### src/rtl/stat_info_reader_pkg.sv
// Shared types and constants for the statistics memory read side.
package stat_pkg;

   localparam int unsigned STAT_RD_LATENCY = 2;
   localparam int unsigned STAT_ADDR_W     = 12;
   localparam int unsigned STAT_DATA_W     = 64;

   // Owner of a read travelling down the return pipeline.
   typedef enum logic {
      SRC_CPU  = 1'b0,
      SRC_DUMP = 1'b1
   } stat_rd_src_t;

   // CPU single-read client.
   typedef enum logic [1:0] {
      C_IDLE = 2'd0,
      C_PEND = 2'd1,
      C_WAIT = 2'd2,
      C_ACK  = 2'd3
   } cpu_state_t;

   // Background sweep client.
   typedef enum logic [1:0] {
      D_IDLE  = 2'd0,
      D_RUN   = 2'd1,
      D_DRAIN = 2'd2
   } dump_state_t;

endpackage

### src/rtl/stat_info_reader_dump_fifo.sv
// Small shift-register FIFO for dump beats; entry 0 is the registered head.
module stat_dump_fifo #(
   parameter int unsigned DEPTH = 2,
   parameter int unsigned WIDTH = 76,
   parameter int unsigned CNT_W = $clog2(DEPTH + 1)
) (
   input  logic             Clock,
   input  logic             nReset,
   input  logic             iPush,
   input  logic [WIDTH-1:0] ivPushData,
   input  logic             iPop,
   output logic             oValid,
   output logic [WIDTH-1:0] ovHead,
   output logic [CNT_W-1:0] ovCount
);

   localparam int unsigned IDX_W = $clog2(DEPTH);

   logic [WIDTH-1:0] entries [DEPTH];
   logic [CNT_W-1:0] count;
   logic [CNT_W-1:0] wrIdx;
   logic [CNT_W-1:0] nextCount;
   logic             doPop;
   logic             doPush;

   // Write slot accounts for a same-cycle pop shifting everything down.
   always_comb begin
      doPop     = iPop && oValid;
      wrIdx     = count - CNT_W'(doPop);
      doPush    = iPush && (wrIdx < CNT_W'(DEPTH));
      nextCount = count + CNT_W'(doPush) - CNT_W'(doPop);
   end

   // Storage shift, push and occupancy tracking.
   always_ff @(posedge Clock) begin
      if (!nReset) begin
         for (int unsigned i = 0; i < DEPTH; i++) begin
            entries[i] <= '0;
         end
         count  <= '0;
         oValid <= 1'b0;
      end else begin
         if (doPop) begin
            for (int unsigned i = 0; i + 1 < DEPTH; i++) begin
               entries[i] <= entries[i + 1];
            end
         end
         if (doPush) begin
            entries[IDX_W'(wrIdx)] <= ivPushData;
         end
         count  <= nextCount;
         oValid <= (nextCount != '0);
      end
   end

   assign ovHead  = entries[0];
   assign ovCount = count;

endmodule

### src/rtl/stat_info_reader.sv
// Read-side master of the statistics memory: CPU single reads plus a full-sweep dump stream.
module stat_info_reader
   import stat_pkg::*;
#(
   parameter int unsigned STAT_CNT        = 2048,
   parameter int unsigned ADDR_W          = STAT_ADDR_W,
   parameter int unsigned DATA_W          = STAT_DATA_W,
   parameter int unsigned DUMP_FIFO_DEPTH = 2
) (
   input  logic              Clock,
   input  logic              nReset,
   input  logic              iCpuRdReq,
   input  logic [ADDR_W-1:0] ivCpuRdAddr,
   output logic              oCpuBusy,
   output logic              oCpuRdAck,
   output logic [DATA_W-1:0] ovCpuRdData,
   input  logic              iDumpStart,
   output logic              oDumpBusy,
   output logic              oDumpValid,
   input  logic              iDumpReady,
   output logic [ADDR_W-1:0] ovDumpIndex,
   output logic [DATA_W-1:0] ovDumpData,
   output logic              qStatREn,
   output logic [ADDR_W-1:0] qvStatRAddr,
   input  logic [DATA_W-1:0] qvStatRData
);

   localparam int unsigned CNT_W  = $clog2(DUMP_FIFO_DEPTH + 1);
   localparam int unsigned OCC_W  = CNT_W + 1;
   localparam int unsigned FIFO_W = ADDR_W + DATA_W;
   localparam logic [ADDR_W-1:0] LAST_IDX = ADDR_W'(STAT_CNT - 1);

   cpu_state_t   cpuState;
   dump_state_t  dumpState;
   logic [ADDR_W-1:0] cpuAddr;
   logic              cpuOor;
   logic [ADDR_W-1:0] dumpPtr;
   stat_rd_src_t      issSrc;

   // Return pipeline: stage i is valid i+1 cycles after qStatREn.
   logic              pipeVld [STAT_RD_LATENCY];
   stat_rd_src_t      pipeSrc [STAT_RD_LATENCY];
   logic [ADDR_W-1:0] pipeIdx [STAT_RD_LATENCY];

   logic              retVld;
   stat_rd_src_t      retSrc;
   logic [ADDR_W-1:0] retIdx;

   logic              cpuFree;
   logic              cpuInRange;
   logic              cpuWant;
   logic              cpuIssue;
   logic              dumpIssue;
   logic              dumpRoom;
   logic [OCC_W-1:0]  dumpInFlight;
   logic              dumpPop;
   logic              fifoPush;
   logic [CNT_W-1:0]  fifoCount;
   logic [FIFO_W-1:0] fifoHead;

   assign retVld = pipeVld[STAT_RD_LATENCY-1];
   assign retSrc = pipeSrc[STAT_RD_LATENCY-1];
   assign retIdx = pipeIdx[STAT_RD_LATENCY-1];

   // Slot arbitration: CPU first, dump only with guaranteed FIFO space.
   always_comb begin
      cpuFree    = (cpuState == C_IDLE) || (cpuState == C_ACK);
      cpuInRange = (ivCpuRdAddr <= LAST_IDX);
      cpuWant    = (cpuFree && iCpuRdReq && cpuInRange) ||
                   ((cpuState == C_PEND) && !cpuOor);
      cpuIssue   = cpuWant && !qStatREn;

      dumpInFlight = OCC_W'(qStatREn && (issSrc == SRC_DUMP));
      for (int unsigned i = 0; i < STAT_RD_LATENCY; i++) begin
         dumpInFlight = dumpInFlight + OCC_W'(pipeVld[i] && (pipeSrc[i] == SRC_DUMP));
      end
      dumpRoom  = (OCC_W'(fifoCount) + dumpInFlight) < OCC_W'(DUMP_FIFO_DEPTH);
      dumpIssue = !cpuWant && !qStatREn && (dumpState == D_RUN) && dumpRoom;

      dumpPop  = oDumpValid && iDumpReady;
      fifoPush = retVld && (retSrc == SRC_DUMP);
   end

   // Memory read port and return tracking.
   always_ff @(posedge Clock) begin
      if (!nReset) begin
         qStatREn    <= 1'b0;
         qvStatRAddr <= '0;
         issSrc      <= SRC_CPU;
         for (int unsigned i = 0; i < STAT_RD_LATENCY; i++) begin
            pipeVld[i] <= 1'b0;
            pipeSrc[i] <= SRC_CPU;
            pipeIdx[i] <= '0;
         end
      end else begin
         qStatREn <= cpuIssue || dumpIssue;
         if (cpuIssue) begin
            qvStatRAddr <= cpuFree ? ivCpuRdAddr : cpuAddr;
            issSrc      <= SRC_CPU;
         end else if (dumpIssue) begin
            qvStatRAddr <= dumpPtr;
            issSrc      <= SRC_DUMP;
         end
         pipeVld[0] <= qStatREn;
         pipeSrc[0] <= issSrc;
         pipeIdx[0] <= qvStatRAddr;
         for (int unsigned i = 1; i < STAT_RD_LATENCY; i++) begin
            pipeVld[i] <= pipeVld[i-1];
            pipeSrc[i] <= pipeSrc[i-1];
            pipeIdx[i] <= pipeIdx[i-1];
         end
      end
   end

   // CPU client FSM; C_ACK accepts a new request like C_IDLE since busy is already low.
   always_ff @(posedge Clock) begin
      if (!nReset) begin
         cpuState    <= C_IDLE;
         cpuAddr     <= '0;
         cpuOor      <= 1'b0;
         oCpuBusy    <= 1'b0;
         oCpuRdAck   <= 1'b0;
         ovCpuRdData <= '0;
      end else begin
         oCpuRdAck <= 1'b0;
         case (cpuState)
            C_IDLE, C_ACK: begin
               cpuState <= C_IDLE;
               if (iCpuRdReq) begin
                  cpuAddr  <= ivCpuRdAddr;
                  cpuOor   <= !cpuInRange;
                  oCpuBusy <= 1'b1;
                  cpuState <= cpuIssue ? C_WAIT : C_PEND;
               end
            end
            C_PEND: begin
               if (cpuOor) begin
                  ovCpuRdData <= '0;
                  oCpuRdAck   <= 1'b1;
                  oCpuBusy    <= 1'b0;
                  cpuState    <= C_ACK;
               end else if (cpuIssue) begin
                  cpuState <= C_WAIT;
               end
            end
            C_WAIT: begin
               if (retVld && (retSrc == SRC_CPU)) begin
                  ovCpuRdData <= qvStatRData;
                  oCpuRdAck   <= 1'b1;
                  oCpuBusy    <= 1'b0;
                  cpuState    <= C_ACK;
               end
            end
            default: cpuState <= C_IDLE;
         endcase
      end
   end

   // Dump sweep FSM; busy drops right after the final beat is taken.
   always_ff @(posedge Clock) begin
      if (!nReset) begin
         dumpState <= D_IDLE;
         dumpPtr   <= '0;
         oDumpBusy <= 1'b0;
      end else begin
         case (dumpState)
            D_IDLE: begin
               if (iDumpStart) begin
                  dumpState <= D_RUN;
                  dumpPtr   <= '0;
                  oDumpBusy <= 1'b1;
               end
            end
            D_RUN: begin
               if (dumpIssue) begin
                  if (dumpPtr == LAST_IDX) begin
                     dumpState <= D_DRAIN;
                  end else begin
                     dumpPtr <= dumpPtr + ADDR_W'(1);
                  end
               end
            end
            D_DRAIN: begin
               if ((dumpInFlight == '0) &&
                   ((fifoCount == '0) || ((fifoCount == CNT_W'(1)) && dumpPop))) begin
                  dumpState <= D_IDLE;
                  oDumpBusy <= 1'b0;
               end
            end
            default: dumpState <= D_IDLE;
         endcase
      end
   end

   stat_dump_fifo #(
      .DEPTH (DUMP_FIFO_DEPTH),
      .WIDTH (FIFO_W),
      .CNT_W (CNT_W)
   ) uDumpFifo (
      .Clock      (Clock),
      .nReset     (nReset),
      .iPush      (fifoPush),
      .ivPushData ({retIdx, qvStatRData}),
      .iPop       (dumpPop),
      .oValid     (oDumpValid),
      .ovHead     (fifoHead),
      .ovCount    (fifoCount)
   );

   assign ovDumpIndex = fifoHead[FIFO_W-1 -: ADDR_W];
   assign ovDumpData  = fifoHead[DATA_W-1:0];

endmodule
### config.mk
export PLATFORM = sky130hd
export DESIGN_NAME = stat_info_reader
export DESIGN_NICKNAME = d
export VERILOG_FILES = /design/src/rtl/stat_info_reader_pkg.sv /design/src/rtl/stat_info_reader_dump_fifo.sv /design/src/rtl/stat_info_reader.sv
export SDC_FILE = /design/constraint.sdc
export NUM_CORES = 1
export LEC_CHECK = 0
export BUFFER_PORTS_ARGS = -buffer_cell sky130_fd_sc_hd__buf_2
export CAP_MARGIN = 25
export CORE_UTILIZATION = 49
export CTS_BUF_LIST = sky130_fd_sc_hd__clkbuf_8 sky130_fd_sc_hd__clkbuf_16
export DETAILED_ROUTE_END_ITERATION = 8
export PLACE_DENSITY = 0.78
export SLEW_MARGIN = 15
export SYNTH_ARGS = -nofsm -noshare
export SYNTH_HDL_FRONTEND = slang
export SYNTH_SLANG_ARGS = --single-unit
### constraint.sdc
create_clock -name Clock -period 3.7 [get_ports Clock]
set_input_delay 0.185 -clock Clock [delete_from_list [all_inputs] [get_ports Clock]]
set_output_delay 0.185 -clock Clock [all_outputs]
set_load 0.005 [all_outputs]
==> flow_summary.json <==
{
  "outcome": "complete, no violations",
  "post_drt_wl_per_cell_um": 16.9,
  "slowest_stage": "fa_1",
  "p_sw_w": 0.00261,
  "synthTopCellsByArea": "edfxtp_1, dfxtp_1, nand2_1",
  "async_flop_share_pct": 0,
  "die_h_um": 156,
  "stdcell_count": 1746,
  "layout.nets": 1491,
  "ir_worst_vdd_v": 0.000582,
  "cp_cell_sequence": "nand2_1 -> inv_1 -> fa_1 -> nand2_1 -> fa_1 -> and4bb_1 -> and4_1 -> a41oi_2 -> a311oi_1",
  "yosysWarnings": 0,
  "grt_overflow": 0,
  "yosysMostFrequentCell": "nand2_1",
  "synth_cells": 1125,
  "maxSlewHeadroom_pct": 40.7,
  "first_iter_violations": 843,
  "combPwrFrac_pct": 20.3,
  "worstHoldStart": "nReset",
  "worstSetupPathType": "reg2reg",
  "grt_pass1_vias": 8741,
  "ios": 238,
  "r2r_end": "dumpPtr[8]",
  "r2r_slack_ns": 0.41,
  "synth_edf_count": 152,
  "cpPeakStageDelay_ns": 0.56,
  "post-place-cells": 1612,
  "reg2reg_depth": 9,
  "finalWeightedCongestion": 0.879,
  "internal-power_w": 0.00631,
  "synth_top_cell_area_share_pct": 39.1,
  "fin_crit_ns": 3.29,
  "p_per_area_nw_per_um2": 597,
  "r2r_start": "pipeVld[0][1]",
  "syn_area_um2": 11700,
  "power_leakage_nw": 5.94,
  "swShare_pct": 29.3,
  "grt_usage_pct": 23.5,
  "clock_latency_ns": 0.55,
  "required_ns": 4.15,
  "core_um2": 23400,
  "via_per_inst": 5.35,
  "syn_area_per_cell_um2": 10.4,
  "tns_ns": 0,
  "drc": 0,
  "cap_violations": 0,
  "root_buffer": "clkbuf_16",
  "holdPathEnd": "pipeIdx[0][13]",
  "cts_tree": "built",
  "min_path_cells": 3,
  "io_buffers": 237,
  "p_clk_share_pct": 34.6,
  "crit_fanout": 14,
  "power.share.sequential_pct": 45.1,
  "first_pass_iters": 6,
  "drv_slew": 0,
  "yosys.area.top_type": "edfxtp_1",
  "die-area_um2": 24500,
  "synth_fp_nets": 1213,
  "clk_pin_slew_ns": 0.06,
  "drt-total-wl_um": 29400,
  "place_hpwl_um": 17900,
  "crit_arrival_ns": 3.74,
  "fmax_mhz": 304,
  "end_kind": "flop",
  "fin_crit_sh_pct": 88.9,
  "antenna_cells": 0,
  "fp-row-count": 56,
  "clock_skew_ns": 0.0154,
  "start_kind": "flop",
  "critical-path-top-delay-family": "simple AND/OR/NAND/NOR gates",
  "rsz0062_at_grt": "no",
  "worstMarginPinSlew_ns": 0.889,
  "yosys-top-cells-count": "nand2_1, edfxtp_1, dfxtp_1",
  "hold_viol_final": 0,
  "seq_area_frac_synth_pct": 63.2,
  "hold_path_class": "in2reg",
  "setup_viol": 0,
  "grt_max_degree": 153,
  "ys_types": 52,
  "cts_made_buffers": 30,
  "ant_nets": 0,
  "clock-sinks": 293,
  "die_x_um": 156,
  "grt_pass1_wl_um": 45500,
  "syn2layout_area_growth_pct": 27.8,
  "start_util_pct": 49.9,
  "drive_gt1_share_pct": 22.0,
  "ys_ff_latch": 293,
  "cp_num_buf_inv": 1,
  "vias": 9343,
  "cts_max_path_buffers": 3,
  "htree_levels": 1,
  "antenna_found_initial": 0,
  "synth_top_flop_cell": "edfxtp_1"
}
[sequential cells by signal, indices dropped and copies added, names as in the netlist, 2 cells and up]
signal             count
pipeIdx               24
uDumpFifo.entries    152
qvStatRAddr           12
ovCpuRdData           64
dumpState              2
pipeVld                2
cpuState               2
dumpPtr               12
uDumpFifo.ovCount      2
cpuAddr               12
pipeSrc                2
[per-layer routing]
metal	wire length (µm)	track usage, %
met5	0	0
met4	1150	10.3
met3	2200	5.54
met2	13900	38.0
met1	12200	30.0
[worst min-delay path, cell delays in order]
cell and delay, ns:
buf_2 0.12, buf_4 0.22, and2_1 0.16
[logic make-up (layout without fill, tap and decap cells)]
| group | after synthesis | after routing | synth area share, % |
|---|---|---|---|
| AOI/OAI and AO/OA | 228 | 228 | 11.1 |
| xor gates and xnor gates | 1 | 1 | 0.0750 |
| adders and majority gates | 7 | 7 | 0.878 |
| buffers and inverters | 94 | 396 | 3.38 |
| DFF | 293 | 293 | 63.2 |
| muxes | 12 | 12 | 1.03 |
| and+or+nand+nor | 490 | 490 | 20.3 |
[how the worst max path moves through the flow]
stage                      from                       to  slack (ns)  cells after the start
6_report          pipeVld[0][1]               dumpPtr[8]        0.41                      9
5_1_grt           pipeVld[0][1]               dumpPtr[6]        0.20                      9
4_1_cts           pipeVld[0][1]               dumpPtr[8]        0.42                      9
3_5_place_dp      pipeVld[0][1]               dumpPtr[6]        0.45                      9
3_3_place_gp      pipeVld[0][1]               dumpPtr[6]        0.50                      9
2_1_floorplan  uDumpFifo.oValid  uDumpFifo.entries[0][0]        0.14                      7
[power groups by stage]
| stage | Clock [W] | Combinational [W] | Sequential [W] |
|---|---|---|---|
| after detailed placement | 0 | 0.00174 | 0.00408 |
| after CTS | 0.00312 | 0.00180 | 0.00402 |
| after floorplan | 0 | 0.00103 | 0.00408 |
| final | 0.00308 | 0.00181 | 0.00402 |
| after global placement | 0 | 0.00169 | 0.00407 |
| after global routing | 0.00327 | 0.00198 | 0.00406 |
[final cells by class]
class / count / area [µm²]
fillers: 1836 / 8460
flip-flops and latches: 293 / 7390
multi-input cells: 738 / 3950
repair buffers: 329 / 2120
clock buffers: 42 / 950
well taps: 319 / 399
clock inverters: 14 / 90.1
inverters: 11 / 42.5
[cells in the final DEF, fill, tap and decap left out, types with 2 or more instances in the layout]
cell type      synthesis  final
a211oi_1              23     22
a21o_1                 3      3
a21oi_1               89     89
a311oi_1               6      6
a31oi_1                8      8
a41oi_1                2      2
a41oi_2                2      2
and2_1               111    111
and3_1                 7      7
and4_1                 5      5
buf_12                 0      4
buf_2                 19    237
buf_4                  2     10
clkbuf_16              0     33
clkbuf_8               0      9
clkinv_2               0      6
dfxtp_1              141    141
dlygate4sd3_1          0     78
edfxtp_1             152    152
fa_1                   2      2
ha_1                   5      4
inv_1                 10     17
mux2i_1               12     12
nand2_1              253    253
nand2b_1               6      5
nand3_1               72     72
nand4_1                2      2
nor2_1                 7      6
nor2b_1               10     10
nor3_1                 6      6
nor4_4                 1      2
o21ai_0               80     80
o21ai_1                6      6
[timing repair]
| item | CTS | global route |
|---|---|---|
| endpoints found under the hold margin | 206 | 0 |
| buffers inserted | 0 | 0 |
| gates resized for setup | 0 | 0 |
| hold buffers | 78 | 0 |
[stage by stage]
step	setup WS [ns]	cell area (µm²)	hold WS [ns]	util, %	total power (W)
6_report	0.411	14900	0.196	63.8	0.00891
5_1_grt	0.201	14900	0.201	63.8	0.00931
4_1_cts	0.415	14900	0.189	63.8	0.00894
3_5_place_dp	0.450	13100	0.417	56.1	0.00582
3_3_place_gp	0.505	13100	0.415	56.1	0.00576
2_1_floorplan	0.137	11700	0.321	-	0.00510
(Power assumes the default switching activity.)
